### config.mk
export PLATFORM = sky130hd
export DESIGN_NAME = traffic_intersection_ctrl
export DESIGN_NICKNAME = d
export VERILOG_FILES = /design/src/rtl/traffic_pkg.sv /design/src/rtl/phase_timer.sv /design/src/rtl/traffic_intersection_ctrl.sv
export SDC_FILE = /design/constraint.sdc
export NUM_CORES = 1
export LEC_CHECK = 0
export CORE_MARGIN = 1.5
export CORE_UTILIZATION = 48
export DETAILED_ROUTE_END_ITERATION = 16
export PLACE_DENSITY = 0.76
export RECOVER_POWER = 100
export SLEW_MARGIN = 20
export SYNTH_ARGS = -nofsm -noshare
export SYNTH_HDL_FRONTEND = slang
export SYNTH_SLANG_ARGS = --single-unit
### constraint.sdc
create_clock -name clk_i -period 2.4 [get_ports clk_i]
set_clock_uncertainty 0.1 [all_clocks]
set_input_delay 0.36 -clock clk_i [delete_from_list [all_inputs] [get_ports clk_i]]
set_output_delay 0.36 -clock clk_i [all_outputs]
set_load 0.03 [all_outputs]
### src/rtl/traffic_pkg.sv
// Shared definitions for the traffic intersection controller: state codes,
// lamp encodings, default phase durations and small decode helpers.
package traffic_pkg;

  // FSM state encodings (also driven out on phase_o for debug)
  localparam logic [2:0] ST_A_GREEN  = 3'd0;
  localparam logic [2:0] ST_A_YELLOW = 3'd1;
  localparam logic [2:0] ST_RED_AB   = 3'd2;
  localparam logic [2:0] ST_B_GREEN  = 3'd3;
  localparam logic [2:0] ST_B_YELLOW = 3'd4;
  localparam logic [2:0] ST_RED_BA   = 3'd5;

  // One-hot lamp encodings
  localparam logic [2:0] LAMP_GREEN  = 3'b001;
  localparam logic [2:0] LAMP_YELLOW = 3'b010;
  localparam logic [2:0] LAMP_RED    = 3'b100;

  // Default durations, in ticks, and default phase-counter width
  localparam int DEF_GREEN_A_MIN = 6;
  localparam int DEF_GREEN_B     = 4;
  localparam int DEF_YELLOW_T    = 2;
  localparam int DEF_ALLRED_T    = 1;
  localparam int DEF_CNT_W       = 4;

  // Pair of lamp values for both roads
  typedef struct packed {
    logic [2:0] a;
    logic [2:0] b;
  } lamp_pair_t;

  // Lamp decode for a state; unknown codes show red on both roads so the
  // single recovery cycle never displays a conflicting green.
  function automatic lamp_pair_t lamps_for(input logic [2:0] st);
    lamp_pair_t lp;
    lp.a = LAMP_RED;
    lp.b = LAMP_RED;
    case (st)
      ST_A_GREEN:  lp.a = LAMP_GREEN;
      ST_A_YELLOW: lp.a = LAMP_YELLOW;
      ST_B_GREEN:  lp.b = LAMP_GREEN;
      ST_B_YELLOW: lp.b = LAMP_YELLOW;
      default:     ;
    endcase
    return lp;
  endfunction

  // Successor of each timed state once its duration has elapsed.
  // A_GREEN is gated by the request latch and handled in the FSM itself.
  function automatic logic [2:0] next_timed_state(input logic [2:0] st);
    logic [2:0] nx;
    case (st)
      ST_A_GREEN:  nx = ST_A_YELLOW;
      ST_A_YELLOW: nx = ST_RED_AB;
      ST_RED_AB:   nx = ST_B_GREEN;
      ST_B_GREEN:  nx = ST_B_YELLOW;
      ST_B_YELLOW: nx = ST_RED_BA;
      ST_RED_BA:   nx = ST_A_GREEN;
      default:     nx = ST_A_GREEN;
    endcase
    return nx;
  endfunction

endpackage

### src/rtl/phase_timer.sv
// Phase timer: counts ticks from zero, saturates at the terminal value and
// flags done in any tick cycle where the count sits at the terminal value.
module phase_timer #(
  parameter int CNT_W = 4
) (
  input  logic             clk_i,
  input  logic             rst_ni,
  input  logic             tick_i,
  input  logic             clear_i,
  input  logic [CNT_W-1:0] term_i,
  output logic             done_o
);

  logic [CNT_W-1:0] r_count;
  logic             w_at_term;

  assign w_at_term = (r_count == term_i);
  assign done_o    = tick_i & w_at_term;

  // Clear on state change, otherwise count ticks up to the terminal value
  always_ff @(posedge clk_i or negedge rst_ni) begin
    if (!rst_ni) begin
      r_count <= '0;
    end else if (clear_i) begin
      r_count <= '0;
    end else if (tick_i && !w_at_term) begin
      r_count <= r_count + 1'b1;
    end
  end

endmodule

### src/rtl/traffic_intersection_ctrl.sv
// Two-road intersection controller. Road A rests on green; a vehicle on road B
// or a pedestrian request starts one full B cycle once A's minimum green has
// elapsed. All timing advances only on tick_i.
module traffic_intersection_ctrl
  import traffic_pkg::*;
#(
  parameter int GREEN_A_MIN = DEF_GREEN_A_MIN,
  parameter int GREEN_B     = DEF_GREEN_B,
  parameter int YELLOW_T    = DEF_YELLOW_T,
  parameter int ALLRED_T    = DEF_ALLRED_T,
  parameter int CNT_W       = DEF_CNT_W
) (
  input  logic       clk_i,
  input  logic       rst_ni,
  input  logic       tick_i,
  input  logic       b_req_i,
  input  logic       ped_req_i,
  output logic [2:0] a_lamp_o,
  output logic [2:0] b_lamp_o,
  output logic       walk_o,
  output logic [2:0] phase_o
);

  // Terminal counter values: a phase lasting N ticks ends when the count is N-1
  localparam logic [CNT_W-1:0] TERM_A_GREEN = CNT_W'(GREEN_A_MIN - 1);
  localparam logic [CNT_W-1:0] TERM_B_GREEN = CNT_W'(GREEN_B - 1);
  localparam logic [CNT_W-1:0] TERM_YELLOW  = CNT_W'(YELLOW_T - 1);
  localparam logic [CNT_W-1:0] TERM_ALLRED  = CNT_W'(ALLRED_T - 1);

  logic [2:0]       r_state;
  logic [2:0]       w_state_next;
  logic             r_req_pend;
  logic             w_req_pend_next;
  logic             r_ped_pend;
  logic             w_ped_pend_next;
  logic [CNT_W-1:0] w_term;
  logic             w_done;
  logic             w_state_change;
  logic             w_enter_b_green;
  logic             w_leave_b_green;
  lamp_pair_t       w_lamps;

  // Terminal value for the phase currently being timed
  always_comb begin
    w_term = TERM_A_GREEN;
    case (r_state)
      ST_A_YELLOW, ST_B_YELLOW: w_term = TERM_YELLOW;
      ST_RED_AB, ST_RED_BA:     w_term = TERM_ALLRED;
      ST_B_GREEN:               w_term = TERM_B_GREEN;
      default:                  ;
    endcase
  end

  // The counter restarts whenever the state moves, including recovery moves
  assign w_state_change = (w_state_next != r_state);

  phase_timer #(
    .CNT_W (CNT_W)
  ) u_phase_timer (
    .clk_i   (clk_i),
    .rst_ni  (rst_ni),
    .tick_i  (tick_i),
    .clear_i (w_state_change),
    .term_i  (w_term),
    .done_o  (w_done)
  );

  // Next-state: timed states step on done, A_GREEN also needs a request,
  // unknown codes fall back to A_GREEN immediately
  always_comb begin
    w_state_next = r_state;
    case (r_state)
      ST_A_GREEN: begin
        if (w_done && r_req_pend) begin
          w_state_next = next_timed_state(r_state);
        end
      end
      ST_A_YELLOW, ST_RED_AB, ST_B_GREEN, ST_B_YELLOW, ST_RED_BA: begin
        if (w_done) begin
          w_state_next = next_timed_state(r_state);
        end
      end
      default: w_state_next = ST_A_GREEN;
    endcase
  end

  assign w_enter_b_green = (r_state == ST_RED_AB)  && (w_state_next == ST_B_GREEN);
  assign w_leave_b_green = (r_state == ST_B_GREEN) && (w_state_next != ST_B_GREEN);

  // Request latch: any request is remembered until the B phase starts;
  // requests arriving on that very cycle count as served
  assign w_req_pend_next = (r_req_pend | b_req_i | ped_req_i) & ~w_enter_b_green;

  // Pedestrian latch: a press during B_GREEN is not taken for the current
  // walk window (it still raises req_pend for the next cycle)
  always_comb begin
    w_ped_pend_next = r_ped_pend | (ped_req_i & (r_state != ST_B_GREEN));
    if (w_leave_b_green) begin
      w_ped_pend_next = 1'b0;
    end
  end

  // State and request latches
  always_ff @(posedge clk_i or negedge rst_ni) begin
    if (!rst_ni) begin
      r_state    <= ST_A_GREEN;
      r_req_pend <= 1'b0;
      r_ped_pend <= 1'b0;
    end else begin
      r_state    <= w_state_next;
      r_req_pend <= w_req_pend_next;
      r_ped_pend <= w_ped_pend_next;
    end
  end

  // Output decode straight from state and latches
  assign w_lamps  = lamps_for(r_state);
  assign a_lamp_o = w_lamps.a;
  assign b_lamp_o = w_lamps.b;
  assign walk_o   = (r_state == ST_B_GREEN) & r_ped_pend;
  assign phase_o  = r_state;

endmodule

Word level (Yosys, flattened, before mapping)

Index checks and enable logic that the tools add are counted.

Register bits: 9
Input bits: 5
Output and inout bits: 10
Logic and storage cells: 43

Add/subtract/negate cells: 1
Eq/ne operators: 10
Multiplexer cells: 10
Bitwise logic cells: 8
Reduce and logical (&&, ||, !) cells: 10

Operators by type and width:

| operator              | number |
|---|---|
| $pmux W3 S2           | 3 |
| $pmux W3 S4           | 1 |
| $eq A3 B2 Y1 const B  | 3 |
| $pmux W3 S3           | 1 |
| $mux W4               | 2 |
| $eq A3 B3 Y1 const B  | 2 |
| $mux W3               | 2 |
| $ne A3 B2 Y1 const B  | 2 |
| $reduce_or A5 Y1      | 1 |
| $add A4 B1 Y4 const B | 1 |
| $and A1 B1 Y1         | 4 |
| $eq A4 B3 Y1          | 1 |
| $logic_and A1 B1 Y1   | 4 |
| $reduce_or A2 Y1      | 2 |
| $eq A3 B1 Y1 const B  | 1 |
| $logic_not A3 Y1      | 1 |
| $ne A3 B3 Y1          | 1 |
| $or A1 B1 Y1          | 3 |
| $reduce_bool A2 Y1    | 1 |
| $logic_not A1 Y1      | 1 |
| $mux W1               | 1 |
| $not A1 Y1            | 1 |

Depth between registers and ports, before layout

Gate-level depths: netlist of run 1.

Depth in word-level cells: 12
Depth in mapped cells: 6
Gate-level depth less buffers: 5

By module

A second synthesis of run 1 with hierarchy kept.

Cells, all modules: 63
Area, all modules: 609.3 sq um

Modules (own cells, without submodules):

| module                    | instances | cells an instance | area each (sq um) | seq. area each (sq um) |
|---|---|---|---|---|
| traffic_intersection_ctrl | 1         | 39                | 339.1             | 125.1 |
| phase_timer               | 1         | 24                | 270.3             | 100.1 |

Least setup slack after synthesis of run 1

Ideal clock, no wire load.

Kind: reg2out
From: register r_state[0] (netlist: phase_o[0])
To: output port walk_o
Data arrival time: 2.069 ns
Required time: 1.940 ns
Setup slack: -0.129 ns
Stages on the path, launching flop included: 5
Buffers on the path: 1
Path through: dfrtp_1 buf_2 inv_1 nor3_1 and2_1

Word-level cells in the longest chain between the ends: 2

Ends and longest elaborated chain:

| element                | RTL line                         | RTL |
|---|---|---|
| from (decl)            | traffic_intersection_ctrl.sv:30  | `logic [2:0] r_state;` |
| from (signal assigned) | traffic_intersection_ctrl.sv:110 | `r_state <= w_state_next;` |
| $eq A3 B2 Y1           | traffic_intersection_ctrl.sv:120 | `assign walk_o = (r_state == ST_B_GREEN) & r_ped_pend;` |
| $and A1 B1 Y1          | traffic_intersection_ctrl.sv:120 |  |
| to (decl)              | traffic_intersection_ctrl.sv:20  | `output logic walk_o,` |

No other way between the ends.

Final worst setup path of run 1

From: register r_state[1] (netlist: phase_o[1])
To: output port a_lamp_o[0]

Word-level cells in the longest chain between the ends: 2
Elaborated cells between the ends (all ways): 3
Those cells by class: eq/ne (1); mux (1); reduce/logical (1)

Ends and longest elaborated chain:

| element                                          | RTL line                        | RTL |
|---|---|---|
| $eq A3 B1 Y1 or $logic_not A3 Y1 (tied branches) | traffic_pkg.sv:37               | `case (st)` |
| $pmux W3 S2 *                                    | traffic_pkg.sv:37               |  |
| to (decl)                                        | traffic_intersection_ctrl.sv:18 | `output logic [2:0] a_lamp_o,` |

Mark *: on every way between the ends. The rest lies on a longest branch, timed or not.

==> summary.txt, run 1 <==
Detailed routing
  • Initial DRC count: 13
  • DRT Pass-1 Iters: 4
  • Vias/cell: between 6 and 7
  • Number of nets with antenna violations after routing: 0
  • DR WL/cell: about 14 µm
  • Residual DRC: 0
  • Drt total wl: between 1.5 and 2 mm
  • Routed via count: between 600 and 700

Global routing
  • GRT Total Usage: between 20% and 30%
  • Largest net degree at the start of global routing: 18
  • Initial antenna violation count: 0
  • Met3 usage: roughly 3.3%
  • GR peak layer: met1
  • GRT overflow: 0
  • M2 GR Usage: 30.1%
  • Global-route wire length before repair: 2.30 mm
  • Vias in the first global route: 514
  • Routing usage on met1: between 30% and 40%

Final layout
  • Reg area: about 230 µm²
  • Layout area overhead: 26.6%
  • Fin area: about 870 µm²
  • Layout cells sized above 1: between 10% and 20%
  • Layout Nets: 100
  • Finished Core Util: about two thirds
  • Post-Layout Cell Count: around 110
  • N_diodes: 0
  • Multi-input logic area: approximately 430 µm²
  • FILL cells: approximately 120

Clock tree
  • CTS tree: done
  • Worst-skew pair later-pin latency: approximately 270 ps
  • Number of buffers created by CTS: 3
  • Root Buffer: clkbuf_4
  • Htree depth: 1
  • Cts hold-fix bufs: 0
  • CTS max path bufs: 2
  • TritonCTS Sinks: 9
  • Post-CTS Setup Inserts: 0
  • Clock transition at the registers of the reported paths: 70 ps

STA
  • Fmax: 0.436 GHz
  • Max-slew headroom: between 60% and 70%
  • Sum Neg Setup Slack: 0 ps
  • Fin crit share: roughly 96%
  • Endpoints failing setup: 0
  • Final hold vios: 0
  • Slew Viols, Final: 0
  • Final min period: 2290 ps
  • Unrepaired setup endpoints after global routing: false
  • Slew @ Worst Pin: around 470 ps

Worst setup path
  • CP endpoint kind: primary output
  • CP Launch Type: flip-flop
  • Arr. time, crit path: roughly 1800 ps
  • Reg2reg path depth: 6
  • Worst Path Required: just under 2000 ps
  • WS Path Type: reg -> out
  • Crit-path max FO: 8

Yosys
  • Syn avg cell area: slightly below 9 µm²
  • Syn_nets: 83
  • Post-synth top flop: dfrtp_1
  • Post-Synthesis Cells: between 70 and 80
  • Cell variety after synth: 39
  • Number of register bits inferred by synthesis: 9
  • Sequential fraction of the synthesis area: between 30% and 40%
  • EDFF count, synth: 0
  • Yosys warnings: 0
  • Post-synthesis async set-or-reset flop share: 100%
  • Post-Synthesis Cell Area: approximately 700 µm²

Power and ir drop
  • VDD IR max: 0.826 mV
  • PwrDens: about 1500 nW/µm²
  • Overall power: around 1.3 mW
  • Leak Pwr: between 0.3 and 0.4 nW

Placed design
  • IO buf count: 14
  • Placer Congestion: about 0.82
  • DP HPWL: 1.18 mm
  • Placed inst area: between 800 and 900 µm²
  • Cells after DPL: 104

Die
  • Effective utilization at floorplan: 52.0%
  • Core Rows: 13
  • Chip height: between 40 and 50 µm
  • Full die area: 1660 µm²
  • Core Footprint: between 1000 and 1500 µm²
  • # IOs: 15
  • Die width: roughly 41 µm

Min path
  • Hold Crit Class: in -> async

Job
  • Max Cap Viol: 0

Outcome
  • Outcome: completed
cell families (layout without fill, tap and decap cells):
logic type	after synthesis	in the layout	share of synthesized area, %
buffers and inverters	9	25	5.84
muxes	4	4	5.84
and+or+nand+nor	29	29	23.4
DFF	9	9	32.8
xor gates and xnor gates	3	3	3.83
AOI/OAI and AO/OA	22	22	26.5
adders and majority gates	1	1	1.82
repair_timing:
item	4_1_cts	5_1_grt
setup endpoints to repair	2	1
resized for setup	2	1
gates cloned	0	0
critical path, stage by stage, from the launching register on:
cell             delay [ps]
dfrtp_1                 440
clkbuf_1                200
nor3_2                  230
clkdlybuf4s50_1         700
routing by layer:
layer	wire length, µm	up-vias
li1	-	322
met1	764	315
met2	697	18
met3	61	4
met4	40	0
met5	0	-
cells in the final DEF, fill, tap and decap left out, types with 2 or more instances in the layout:
| master | netlist | layout |
|---|---|---|
| nor2_1 | 8 | 8 |
| a21oi_1 | 5 | 5 |
| nand4_1 | 2 | 2 |
| clkbuf_1 | 2 | 2 |
| nor3_1 | 3 | 2 |
| and3_1 | 2 | 2 |
| xor2_1 | 2 | 2 |
| mux2i_1 | 4 | 4 |
| nand2b_1 | 2 | 2 |
| dlygate4sd2_1 | 0 | 2 |
| nand4b_1 | 2 | 2 |
| inv_1 | 4 | 4 |
| nor3_2 | 1 | 2 |
| nand2_1 | 4 | 4 |
| dlygate4sd3_1 | 0 | 6 |
| clkdlybuf4s50_1 | 0 | 6 |
| buf_4 | 1 | 2 |
| dfrtp_1 | 9 | 8 |
| clkbuf_4 | 0 | 3 |
where the power goes:
group | total, mW | internal [mW] | switching, mW
combinational | 0.838 | 0.350 | 0.488
sequential | 0.311 | 0.210 | 0.101
clock | 0.123 | 0.0643 | 0.0588
total | 1.27 | 0.625 | 0.647
registers in the layout, indices dropped and copies added, names as in the netlist:
name	count
r_req_pend	1
phase_o	3
r_ped_pend	1
u_phase_timer.r_count	4
synth_stat cells (all sizes together) (2+ instances only):
cell	instances	share of area, %
a21oi	6	4.9
a22oi	2	2.9
and2	2	1.8
and3	2	1.8
buf	3	2.6
clkbuf	2	1.1
dfrtp	9	33
inv	4	2.2
mux2i	4	5.8
nand2	4	2.2
nand2b	2	1.8
nand4	2	1.8
nand4b	2	2.6
nor2	8	4.4
nor3	4	3.6
o221a	2	3.3
xor2	2	2.6
final timing paths:
kind / from / to / slack (ps)
worst max-delay path: phase_o[1] / a_lamp_o[0] / 110
worst min-delay path: rst_ni / u_phase_timer.r_count[2] / 370
worst max register to register: phase_o[1] / u_phase_timer.r_count[2] / 260
worst min register to register: r_ped_pend / r_ped_pend / 460
max in group asynchronous: rst_ni / phase_o[2] / 1500
min in group clk_i: r_ped_pend / r_ped_pend / 460
metrics by stage:
step | hold WS (ps) | worst slack [ps]
final | 365 | 106
after global routing | 406 | 11.3
after CTS | 308 | 44.0
after detailed placement | 450 | 226
after global placement | 441 | 254
after floorplan | -35.6 | 123
cell type report:
type / instances / area share (%)
Clock buffer: 4 / 3.03
Inverter: 4 / 1.73
Multi-Input combinational cell: 59 / 49.0
Sequential cell: 9 / 26.1
Tap cell: 15 / 2.16
Timing Repair Buffer: 17 / 18.0
(Power assumes the default switching activity.)
==> run 2, diff against run 1 <==
CAP_MARGIN = 5   (was unset)
==> results of run 2 <==
Final layout, timing and power as in run 1 (identical DEF).
==> run 3, diff against run 2 <==
CORE_MARGIN = 4   (was 1.5)
SLEW_MARGIN = unset   (was 20)
==> run 3 against run 2 <==
  * Count of clock-buffer cells in the layout is the same
  * Global-route usage shrank 3.2 points
  * Total power shrank 0.45%
  * Core utilization shrank 0.95 points
  * Critical path depth shrank 1
  * Clock power is essentially flat
  * Critical path type unchanged
  * Largest cell class unchanged
  * Highest routed layer unchanged
==> summary.txt, run 3 (same netlist as run 1, synthesis figures left out) <==
Die
  • Die width: 45.8 µm (was 40.8 µm)
  • Full die area: 2100 µm² (was 1660 µm²)
  • Effective utilization at floorplan: 52.0% (unchanged)
  • # IOs: 15 (unchanged)
  • Core Footprint: 1320 µm² (unchanged)
  • Core Rows: 13 (unchanged)
  • Chip height: 45.8 µm (was 40.8 µm)

Final layout
  • Number of flip-flops in the largest register: 4 (unchanged)
  • Finished Core Util: 65.0% (was 65.9%)
  • Layout cells sized above 1: 12.8% (was 14.0%)
  • Largest Register: u_phase_timer.r_count (unchanged)
  • Commonest non-fill, non-tap cells in the layout: dfrtp_1 (9), nor2_1 (8), a21oi_1 (6), dlygate4sd3_1 (6), clkdlybuf4s50_1 (5) (was nor2_1 (8), dfrtp_1 (8), clkdlybuf4s50_1 (6), dlygate4sd3_1 (6), a21oi_1 (5))
  • N_diodes: 0 (unchanged)
  • Layout area overhead: 24.8% (was 26.6%)
  • Commonest non-fill, non-tap cell in the layout: dfrtp_1
  • Fin area: 856 µm² (was 868 µm²)
  • Layout Nets: 101 (was 100)

Clock tree
  • TritonCTS Sinks: 9 (unchanged)
  • Post-CTS Setup Inserts: 0 (unchanged)
  • Htree depth: 1 (unchanged)
  • Root Buffer: clkbuf_4 (unchanged)
  • CTS tree: done (unchanged)
  • Number of buffers created by CTS: 3 (unchanged)
  • Clock transition at the registers of the reported paths: 70 ps (about the same)
  • Worst-skew pair later-pin latency: 260 ps (was 270 ps)
  • CTS max path bufs: 2 (unchanged)

STA
  • Unrepaired setup endpoints after global routing: false (unchanged)
  • Fin crit share: 95.7% (was 95.6%)
  • Endpoints failing setup: 0 (unchanged)
  • Max-slew headroom: 71.6% (was 68.9%)
  • Final min period: 2300 ps (was 2290 ps)
  • Final worst slack: 104 ps (was 106 ps)
  • Final hold vios: 0 (unchanged)
  • Slew @ Worst Pin: 415 ps (was 467 ps)
  • Slew Viols, Final: 0 (unchanged)
  • Sum Neg Setup Slack: 0 ps (unchanged)
  • Fmax: 0.436 GHz (about the same)

Placed design
  • DP HPWL: 1.23 mm (was 1.18 mm)
  • Placer Congestion: 0.809 (was 0.816)
  • Placed inst area: 855 µm² (was 847 µm²)
  • Place WS: 273 ps (was 226 ps)
  • IO buf count: 14 (unchanged)

Worst setup path
  • Crit-path max FO: 11 (was 8)
  • WS Path Type: reg -> out (unchanged)
  • R2R setup slack: 220 ps (was 260 ps)
  • Arr. time, crit path: 1840 ps (was 1830 ps)
  • CP Launch Type: flip-flop (unchanged)
  • Worst Path Required: 1940 ps (about the same)
  • Reg2reg path depth: 5 (was 6)
  • CP endpoint kind: primary output (unchanged)

Detailed routing
  • Routed via count: 673 (was 659)
  • Initial DRC count: 17 (was 13)
  • DRT Pass-1 Iters: 4 (unchanged)
  • Drt total wl: 1.69 mm (was 1.56 mm)
  • DR WL/cell: 15.5 µm (was 14.5 µm)
  • Residual DRC: 0 (unchanged)
  • Vias/cell: 6.17 (was 6.10)
  • Number of nets with antenna violations after routing: 0 (unchanged)

Global routing
  • GRT overflow: 0 (unchanged)
  • Vias in the first global route: 637 (was 514)
  • Initial antenna violation count: 0 (unchanged)
  • GRT Total Usage: 18.6% (was 21.8%)
  • Global-route wire length before repair: 2.84 mm (was 2.30 mm)
  • Largest net degree at the start of global routing: 12 (was 18)

Power and ir drop
  • Leak Pwr: 0.394 nW (was 0.391 nW)
  • VDD IR max: 0.703 mV (was 0.826 mV)
  • PwrDens: 1480 nW/µm² (was 1460 nW/µm²)

Outcome
  • Outcome: completed (unchanged)

Min path
  • Hold Crit Class: in -> async (unchanged)

Job
  • Max Cap Viol: 0 (unchanged)
[run 3: worst paths after layout]
check | to | start
setup reg to reg | u_phase_timer.r_count[1] | phase_o[2]
min in group clk_i | r_ped_pend | r_ped_pend
hold reg to reg | r_ped_pend | r_ped_pend
hold / removal | u_phase_timer.r_count[1] | rst_ni
max in group asynchronous | u_phase_timer.r_count[2] | rst_ni
setup / recovery | a_lamp_o[2] | phase_o[2]
[run 3: worst max-delay path, cell delays in order, from the launching register on]
cell and delay [ps]:
dfrtp_1 500, or2_2 360, dlygate4sd3_1 710
[run 3: final cells by class]
| type | instances | area (µm²) |
|---|---|---|
| fill | 117 | 462 |
| multi-input combinational | 59 | 417 |
| inverter | 4 | 15.0 |
| tap | 15 | 18.8 |
| sequential | 9 | 225 |
| timing repair buffer | 18 | 154 |
| clock buffer | 4 | 26.3 |
[run 3: per-stage QoR]
| step | instances | power [mW] | hold WS [ps] |
|---|---|---|---|
| floorplan | 77 | 0.921 | -35.6 |
| global placement | 105 | 1.18 | 440 |
| detailed placement | 105 | 1.20 | 454 |
| CTS | 109 | 1.31 | 322 |
| global route | 109 | 1.37 | 393 |
| finish | 109 | 1.27 | 373 |
[run 3: what timing repair did]
item,4_1_cts,5_1_grt
setup endpoints to repair,1,2
hold buffers,0,0
hold endpoints to repair,0,0
gates resized for setup,1,2
[run 3: layer usage]
| metal | GRT usage, % | wire (µm) |
|---|---|---|
| met1 | 25.7 | 776 |
| met2 | 28.7 | 827 |
| met3 | 3.56 | 68 |
| met4 | 6.82 | 17 |
| met5 | 0 | 0 |
[run 3: power breakdown]
part	switching, mW	internal, mW	leakage (nW)
Sequential	0.0971	0.209	0.105
Clock	0.0593	0.0643	0.0150
Combinational	0.497	0.340	0.274
